## src/rtl/dcache_pkg.sv

```systemverilog
// Shared definitions for the direct-mapped write-back L1 data cache:
// controller states, address-field constants and field-extract helpers.
package dcache_pkg;

   localparam int OFF_W      = 5;
   localparam int WORD_SEL_W = 3;
   localparam int FIELD_W    = 64;

   typedef enum logic [1:0] {
      IDLE,
      WRITEBACK,
      ALLOCATE
   } state_e;

   // Helpers work on a zero-extended address and return right-justified fields.
   function automatic logic [FIELD_W-1:0] addr_tag(input logic [FIELD_W-1:0] addr,
                                                   input int idx_w);
      return addr >> (idx_w + OFF_W);
   endfunction

   function automatic logic [FIELD_W-1:0] addr_index(input logic [FIELD_W-1:0] addr,
                                                     input int idx_w);
      logic [FIELD_W-1:0] mask;
      mask = (FIELD_W'(1) << idx_w) - FIELD_W'(1);
      return (addr >> OFF_W) & mask;
   endfunction

   function automatic logic [FIELD_W-1:0] addr_word(input logic [FIELD_W-1:0] addr);
      return (addr >> 2) & FIELD_W'((1 << WORD_SEL_W) - 1);
   endfunction

endpackage

```

## src/rtl/dcache_sram.sv

```systemverilog
// Tag/valid/dirty/data storage for the data cache: one combinational read
// port and one write port that installs a whole line or updates one word.
module dcache_sram
   import dcache_pkg::*;
#(
   parameter int NUM_LINES = 16,
   parameter int LINE_W    = 256,
   parameter int TAG_W     = 23,
   parameter int IDX_W     = 4
) (
   input  logic                  clk_i,
   input  logic                  rst_i,
   input  logic [IDX_W-1:0]      index,
   output logic                  valid,
   output logic                  dirty,
   output logic [TAG_W-1:0]      tag,
   output logic [LINE_W-1:0]     line,
   input  logic                  line_we,
   input  logic [LINE_W-1:0]     line_wdata,
   input  logic [TAG_W-1:0]      line_tag,
   input  logic                  word_we,
   input  logic [WORD_SEL_W-1:0] word_sel,
   input  logic [31:0]           word_wdata
);

   logic [NUM_LINES-1:0] valid_q;
   logic [NUM_LINES-1:0] dirty_q;
   logic [TAG_W-1:0]     tag_q  [NUM_LINES];
   logic [LINE_W-1:0]    data_q [NUM_LINES];

   assign valid = valid_q[index];
   assign dirty = dirty_q[index];
   assign tag   = tag_q[index];
   assign line  = data_q[index];

   always_ff @(posedge clk_i or negedge rst_i) begin
      if (!rst_i) begin
         valid_q <= '0;
         dirty_q <= '0;
      end else if (line_we) begin
         valid_q[index] <= 1'b1;
         dirty_q[index] <= 1'b0;
      end else if (word_we) begin
         dirty_q[index] <= 1'b1;
      end
   end

   // NOTE: tag and data arrays carry no reset; a cleared valid bit makes their contents irrelevant.
   always_ff @(posedge clk_i) begin
      if (line_we) begin
         tag_q[index]  <= line_tag;
         data_q[index] <= line_wdata;
      end else if (word_we) begin
         data_q[index][{word_sel, 5'b0} +: 32] <= word_wdata;
      end
   end

endmodule

```

## src/rtl/dcache_ctrl.sv

```systemverilog
// Direct-mapped, write-back, write-allocate L1 data cache controller in the
// MEM stage; stalls the pipeline while a miss refills or evicts a line.
module dcache_ctrl
   import dcache_pkg::*;
#(
   parameter int NUM_LINES = 16,
   parameter int LINE_W    = 256,
   parameter int ADDR_W    = 32
) (
   input  logic              clk_i,
   input  logic              rst_i,
   input  logic              req_read_i,
   input  logic              req_write_i,
   input  logic [ADDR_W-1:0] addr_i,
   input  logic [31:0]       wdata_i,
   output logic [31:0]       rdata_o,
   output logic              stall_o,
   output logic              mem_enable_o,
   output logic              mem_write_o,
   output logic [ADDR_W-1:0] mem_addr_o,
   output logic [LINE_W-1:0] mem_wdata_o,
   input  logic [LINE_W-1:0] mem_rdata_i,
   input  logic              mem_ack_i
);

   localparam int IDX_W = $clog2(NUM_LINES);
   localparam int TAG_W = ADDR_W - IDX_W - OFF_W;

   state_e state_q, state_d;

   logic [FIELD_W-1:0]    tag_x, idx_x, word_x;
   logic [TAG_W-1:0]      req_tag;
   logic [IDX_W-1:0]      req_idx;
   logic [WORD_SEL_W-1:0] req_word;
   logic                  req, hit;
   logic                  rd_valid, rd_dirty;
   logic [TAG_W-1:0]      rd_tag;
   logic [LINE_W-1:0]     rd_line;
   logic                  line_we, word_we;

   assign tag_x    = addr_tag(FIELD_W'(addr_i), IDX_W);
   assign idx_x    = addr_index(FIELD_W'(addr_i), IDX_W);
   assign word_x   = addr_word(FIELD_W'(addr_i));
   assign req_tag  = tag_x[TAG_W-1:0];
   assign req_idx  = idx_x[IDX_W-1:0];
   assign req_word = word_x[WORD_SEL_W-1:0];

   logic unused_bits;
   assign unused_bits = ^{tag_x[FIELD_W-1:TAG_W], idx_x[FIELD_W-1:IDX_W],
                          word_x[FIELD_W-1:WORD_SEL_W], addr_i[1:0]};

   dcache_sram #(
      .NUM_LINES (NUM_LINES),
      .LINE_W    (LINE_W),
      .TAG_W     (TAG_W),
      .IDX_W     (IDX_W)
   ) u_sram (
      .clk_i      (clk_i),
      .rst_i      (rst_i),
      .index      (req_idx),
      .valid      (rd_valid),
      .dirty      (rd_dirty),
      .tag        (rd_tag),
      .line       (rd_line),
      .line_we    (line_we),
      .line_wdata (mem_rdata_i),
      .line_tag   (req_tag),
      .word_we    (word_we),
      .word_sel   (req_word),
      .word_wdata (wdata_i)
   );

   assign req = req_read_i | req_write_i;
   assign hit = req && rd_valid && (rd_tag == req_tag);

   // A combined read+write still returns the word as it was before the store lands.
   assign rdata_o = hit ? rd_line[{req_word, 5'b0} +: 32] : 32'h0;

   // Stall drops with reset so a frozen pipeline is released even mid-miss.
   assign stall_o = rst_i && ((state_q != IDLE) || (req && !hit));

   always_ff @(posedge clk_i or negedge rst_i) begin
      if (!rst_i) state_q <= IDLE;
      else        state_q <= state_d;
   end

   // NOTE: every output of this block gets a default first, so no path can infer a latch.
   always_comb begin
      state_d      = state_q;
      mem_enable_o = 1'b0;
      mem_write_o  = 1'b0;
      mem_addr_o   = '0;
      mem_wdata_o  = '0;
      line_we      = 1'b0;
      word_we      = 1'b0;
      unique case (state_q)
         IDLE: begin
            if (req && !hit)
               state_d = (rd_valid && rd_dirty) ? WRITEBACK : ALLOCATE;
            else if (req_write_i && hit)
               word_we = 1'b1;
         end
         WRITEBACK: begin
            mem_enable_o = 1'b1;
            mem_write_o  = 1'b1;
            mem_addr_o   = {rd_tag, req_idx, {OFF_W{1'b0}}};
            mem_wdata_o  = rd_line;
            if (mem_ack_i) state_d = ALLOCATE;
         end
         ALLOCATE: begin
            mem_enable_o = 1'b1;
            mem_addr_o   = {req_tag, req_idx, {OFF_W{1'b0}}};
            if (mem_ack_i) begin
               line_we = 1'b1;
               state_d = IDLE;
            end
         end
         default: state_d = IDLE;
      endcase
   end

endmodule

```

## config.mk

```make
export PLATFORM = sky130hd
export DESIGN_NAME = dcache_ctrl
export DESIGN_NICKNAME = d
export VERILOG_FILES = /design/src/rtl/dcache_pkg.sv /design/src/rtl/dcache_sram.sv /design/src/rtl/dcache_ctrl.sv
export SDC_FILE = /design/constraint.sdc
export NUM_CORES = 2
export LEC_CHECK = 0
export BUFFER_PORTS_ARGS = -buffer_cell sky130_fd_sc_hd__buf_2
export CAP_MARGIN = 20
export CORE_AREA = 2 2 670 672
export CTS_BUF_LIST = sky130_fd_sc_hd__clkbuf_2 sky130_fd_sc_hd__clkbuf_4 sky130_fd_sc_hd__clkbuf_8
export CTS_CLUSTER_SIZE = 16
export DETAILED_ROUTE_END_ITERATION = 10
export DIE_AREA = 0 0 672 674
export PLACE_DENSITY = 0.58
export SLEW_MARGIN = 20
export SYNTH_ARGS = -nofsm -noshare
export SYNTH_HDL_FRONTEND = slang
export SYNTH_MEMORY_MAX_BITS = 65536
export SYNTH_SLANG_ARGS = --single-unit
```

## constraint.sdc

```tcl
create_clock -name clk_i -period 6.55 [get_ports clk_i]
set_input_delay 0.3275 -clock clk_i [delete_from_list [all_inputs] [get_ports clk_i]]
set_output_delay 0.3275 -clock clk_i [all_outputs]
set_load 0.005 [all_outputs]
```

* Word-level counts from Yosys, hierarchy flattened *
Memories as Yosys holds them, arrays and structs flattened.
Cells that the tools add are included.

word-level totals
  output and inout port bits = 323
  register bits = 34
  memories kept = 2
  memory bits (writable) = 4464
  word-level logic and storage cells = 576

operators by class
  reduce and logical (&&, ||, !) cells = 14
  multiplexer cells = 284
  shift operators = 3
  eq/ne operators = 6
  bitwise gates (word level) = 261
  add/sub/neg operators = 1
  order comparisons = 2

memories
  name           words  bits a word  read ports  clocked after Yosys merged registers in  wr ports  RTL line           source
  u_sram.data_q  16     256          1           0                                        1         dcache_sram.sv:29  logic [LINE_W-1:0] data_q [NUM_LINES];
  u_sram.tag_q   16     23           1           0                                        1         dcache_sram.sv:28  logic [TAG_W-1:0] tag_q [NUM_LINES];

operators with widths
  operator                     number
  $mux W256                    2
  $mux W1                      270
  $or A1 B1 Y1                 257
  $shift A32 B10 Y256 const A  1
  $shiftx A256 B9 Y32          1
  $shiftx A32 B10 Y256         1
  $pmux W32 S2                 1
  $mux W16                     2
  $mux W32                     1
  $or A16 B16 Y16              2
  $eq A23 B23 Y1               1
  $and A16 B16 Y16             1
  $not A16 Y16                 1
  $neg A8 Y10                  1
  $bmux W1 S4                  2
  $mux W2                      4
  $logic_and A1 B1 Y1          7
  $ne A2 B2 Y1 const B         3
  $pmux W2 S3                  1
  $lt A4 B5 Y1 const B         1
  $demux W1 S4                 1
  $ge A4 B1 Y1 const B         1
  $reduce_bool A2 Y1           2
  $reduce_and A3 Y1            1
  other kinds (6)              6

* Longest topological paths before layout *
  depth in word-level cells = 12
  mapped depth = 16
  depth with buffers taken out = 9

* Modules after synthesis *
Synthesis repeated with hierarchy kept, for this count alone.

second synthesis, totals
  cell total of the unflattened synthesis = 8275
  area total of the unflattened synthesis = 177283.8 um2

modules (own cells, without submodules)
  module       seq. area each (um2)  cells an instance  instances  area each (um2)
  dcache_sram  134849.3              7717               1          172669.4
  dcache_ctrl  50.0                  558                1          4614.4

* Least setup slack after synthesis *
OpenSTA, ideal clock, no wires.

  path type = input to register
  start point = in addr_i[7]
  end point = mem u_sram.data_q[0][160], enable pin
  setup slack = 1.361 ns
  library setup time = 0.432 ns
  arrival time = 4.757 ns
  stages = 13
  path through = buf_2 buf_2 buf_2 mux4_2 mux2i_1 xor2_1 nand4_1 a2111oi_0 nand4_1 or4_4 buf_6 buf_6 a21oi_1

between the ends
  word-level cells in the longest chain between the ends = 12

ends and longest elaborated chain
  item                                                                      RTL line           source
  start, declared                                                           dcache_ctrl.sv:14  input logic [ADDR_W-1:0] addr_i,
  parallel branches: the longest is 12 deep, another holds $mem_v2 Z16 W23  --
  end, declared                                                             dcache_sram.sv:29

Parallel ways; which one is timed is not known. The select of a mux whose other input is x is not followed.

* Final worst setup path *
  start point = in addr_i[6]
  end point = out rdata_o[7]

between the ends
  word-level cells in the longest chain between the ends = 5

ends and longest elaborated chain
  item                                                                      RTL line           source
  parallel branches: the longest is 4 deep, another holds $mem_v2 Z16 W256  --
  $mux W32 *                                                                dcache_ctrl.sv:77  assign rdata_o = hit ? rd_line[{req_word, 5'b0} +: 32] : 32'h0;
  end, declared                                                             dcache_ctrl.sv:16  output logic [31:0] rdata_o,

Mark *: on every way between the ends. The select of a mux whose other input is x is not followed.

==> results_dict.tcl <==
set metrics [dict create \
    viasPerCell 5.84 \
    status "completed" \
    holdWs_ns 0.0591 \
    finalCriticalPeriod_ns 6.33 \
    clock_path_buffers 4 \
    core_region_area_um2 447000 \
    startpoint_type "input port" \
    drt_iter0_markers 11900 \
    yosys_warnings 0 \
    setup_tns_ns 0 \
    nNetsFinal 9482 \
    place_ws_ns 0.804 \
    synth_cell_types 64 \
    crit_required_ns 6.22 \
    setup_slack_ns 0.219 \
    vias 92700 \
    skew_ns 0.0731 \
    reg2reg_setup_slack_ns 0.71 \
    die_h_um 674 \
    vdd_ir_drop_max_v 0.000206 \
    area_growth_syn_to_layout_pct 17.6 \
    multi_input_area_um2 42000 \
    worstSkewPairLatency_ns 1.32 \
    dpl_cell_area_um2 192000 \
    seq_area_um2 135000 \
    cellLeakagePower_nw 67.1 \
    finalWirelength_um 582000 \
    pwr-share-seq_pct 53.0 \
    fmax_ghz 0.158 \
    place.port_buffers 640 \
    power.density_nw_per_um2 292 \
    grt_antenna_before_repair 141 \
    cts_num_sinks 4498 \
    dr.pass1.iters 8 \
    holdBufCountCts 314 \
    synthFlopType "edfxtp_1" \
    crit_start "addr_i[6]" \
    switching_share_pct 24.2 \
    grtUsageTotal_pct 25.1 \
    worstPathArrival_ns 6.00 \
    avgSynthCellArea_um2 23.3 \
    final_common_cell "edfxtp_1" \
    syn_area_um2 178000 \
    rr_worst_depth 12 \
    maxCapViolCount 0 \
    h-tree-depth 6 \
    fillCellCount 36700 \
    p_sw_mw 14.8 \
    ioPinCount 648 \
    wl_per_cell_um 36.7 \
    hp-class "in -> reg" \
    critPathKind "in -> out" \
    setup_viol 0 \
    cts_tree "yes" \
    gp_congestion 0.892 \
    mostFrequentLayoutCells "4464 x edfxtp_1, 1398 x mux4_2, 721 x clkbuf_8" \
    grt_pass1_wl_um 771000 \
    async_flop_share_pct 0.756 \
    clk_pin_slew_ns 0.06 \
    cts_root_buffer "clkbuf_8" \
    cp-endpoint "rdata_o[7]" \
    initial_core_util_pct 39.8 \
    fin_area_um2 209000 \
    grt_max_degree 155 \
    combinationalPowerShare_pct 8.4 \
    fin_crit_sh_pct 96.7 \
    final_cells 15900 \
    clock_power_share_pct 38.6 \
    die_w_um 672 \
    hpwl_um 350000 \
    tightestPinTransition_ns 1.30 \
    grt_overflow 0 \
    cts_setup_buffers 0 \
    numCtsBuffers 708 \
    endpoint_kind "primary output" \
    place_inst 14100 \
    power_mw 61.0 \
    synth-edff-count 4464 \
    hold_viol 0 \
    utilization_pct 46.8 \
    rr_startpoint "u_sram.tag_q[7][19]" \
    syn_inst 7635 \
    cts-resized-gates 0 \
    reg2reg_to "u_sram.data_q[1][254]" \
    slew_headroom_pct 13.5 \
    design.die.area_um2 453000 \
    grt_pass1_vias 90700 \
    crit_fanout 139 \
    slew_viol_final 0 \
    p_int_mw 46.3 \
    ys_seq_area_share_pct 75.8 \
    num_rows 246 \
    ys_ff_latch 4498 \
    postRouteAntennaNets 0 \
    rsz0062_at_grt "false" \
    drive_gt1_share_pct 40.1 \
    drt_drc_violations_left 0 \
]
-- routing by layer --
layer	routed length (um)	part of all wire (%)	global-route usage [%]	up-vias
met2	279000	48	39.4	5707
met4	32400	5.6	14.2	18
met1	213000	37	32.3	50000
met3	57500	9.9	5.97	1078
li1	-	-	-	35900
met5	123	0.021	0	-
-- state kept, by name (all words and copies together), names as in the netlist, named ones only --
| register | flops |
|---|---|
| u_sram.data_q | 4096 |
| u_sram.tag_q | 368 |
| u_sram.valid_q | 16 |
| state_q | 2 |
-- how the worst min path moves through the flow --
stage	slack (ns)	cells after the start	to	start
6_report	0.06	3	u_sram.data_q[13][226]	mem_rdata_i[226]
5_1_grt	0.03	2	u_sram.data_q[14][98]	wdata_i[2]
4_1_cts	0.0003	2	u_sram.tag_q[2][21]	addr_i[30]
3_5_place_dp	0.45	1	u_sram.valid_q[0]	u_sram.valid_q[0]
3_3_place_gp	0.45	1	u_sram.valid_q[15]	u_sram.valid_q[15]
2_1_floorplan	0.03	0	asynchronous set/reset pin	rst_i
-- layout make-up --
class	count	area share, %
Antenna cell	210	0.251
Clock buffer	952	5.57
Clock inverter	313	1.02
Inverter	16	0.0299
Multi-Input combinational cell	2660	20.1
Sequential cell	4498	64.5
Tap cell	5952	3.56
Timing Repair Buffer	1268	5.01
-- synth_stat cells (4+ instances only) --
master     number  area share, %
xor2_1         10          0.049
o21ba_2        32           0.18
o22ai_1         6          0.021
a22oi_1        56           0.24
buf_4          11          0.046
o31a_1          4          0.020
clkbuf_1      292           0.62
dfrtp_1        34           0.48
mux2_1         11          0.070
edfxtp_1     4464             75
and2_1        263           0.93
a2111oi_0       4          0.020
a22o_1          5          0.025
ha_1            5          0.035
mux2_4          9          0.076
a21oi_1        57           0.16
mux2_2        235            1.5
nor3_1          4          0.011
inv_1          13          0.027
a32oi_1         6          0.030
mux2i_1       118           0.66
or2_2          18          0.063
a21oi_2        30           0.15
buf_1          79           0.17
o21ai_0        43           0.12
buf_2          66           0.19
xnor2_1        11          0.054
nor2b_1        44           0.15
nand3_1        14          0.039
a21boi_0        6          0.025
nand2_1       127           0.27
mux4_2       1398             18
nor2_1         90           0.19
buf_6          17           0.11
nand4_1         6          0.021
-- power by group through the flow --
stage	combinational [mW]	clock [mW]	sequential (mW)
2_1_floorplan	2.45	0	32.9
3_3_place_gp	4.86	0	32.9
3_5_place_dp	4.94	0	32.9
4_1_cts	5.12	23.8	32.4
5_1_grt	5.28	25.0	32.4
6_report	5.15	23.6	32.4
-- critical path: stages --
cell and delay [ns]:
dlygate4sd3_1 0.57, buf_8 0.27, buf_12 0.39, buf_12 0.49, buf_4 0.90, mux4_2 0.45
mux4_2 0.61, mux4_2 0.50, nand2_1 0.09, buf_4 0.26, a21oi_1 0.21, buf_2 0.19
-- cell families after synthesis --
kind of cell / after synthesis / share of synthesized area [%]
flip-flops: 4498 / 75.8
multiplexers: 1771 / 20.0
AND/OR/NAND/NOR: 593 / 1.80
buffers and inverters: 481 / 1.16
AO/OA/AOI/OAI: 265 / 1.06
XOR/XNOR: 21 / 0.103
adder cells (fa/ha/maj): 5 / 0.0352
other: 1 / 0.00211
Power figures use the tool's default switching activity.
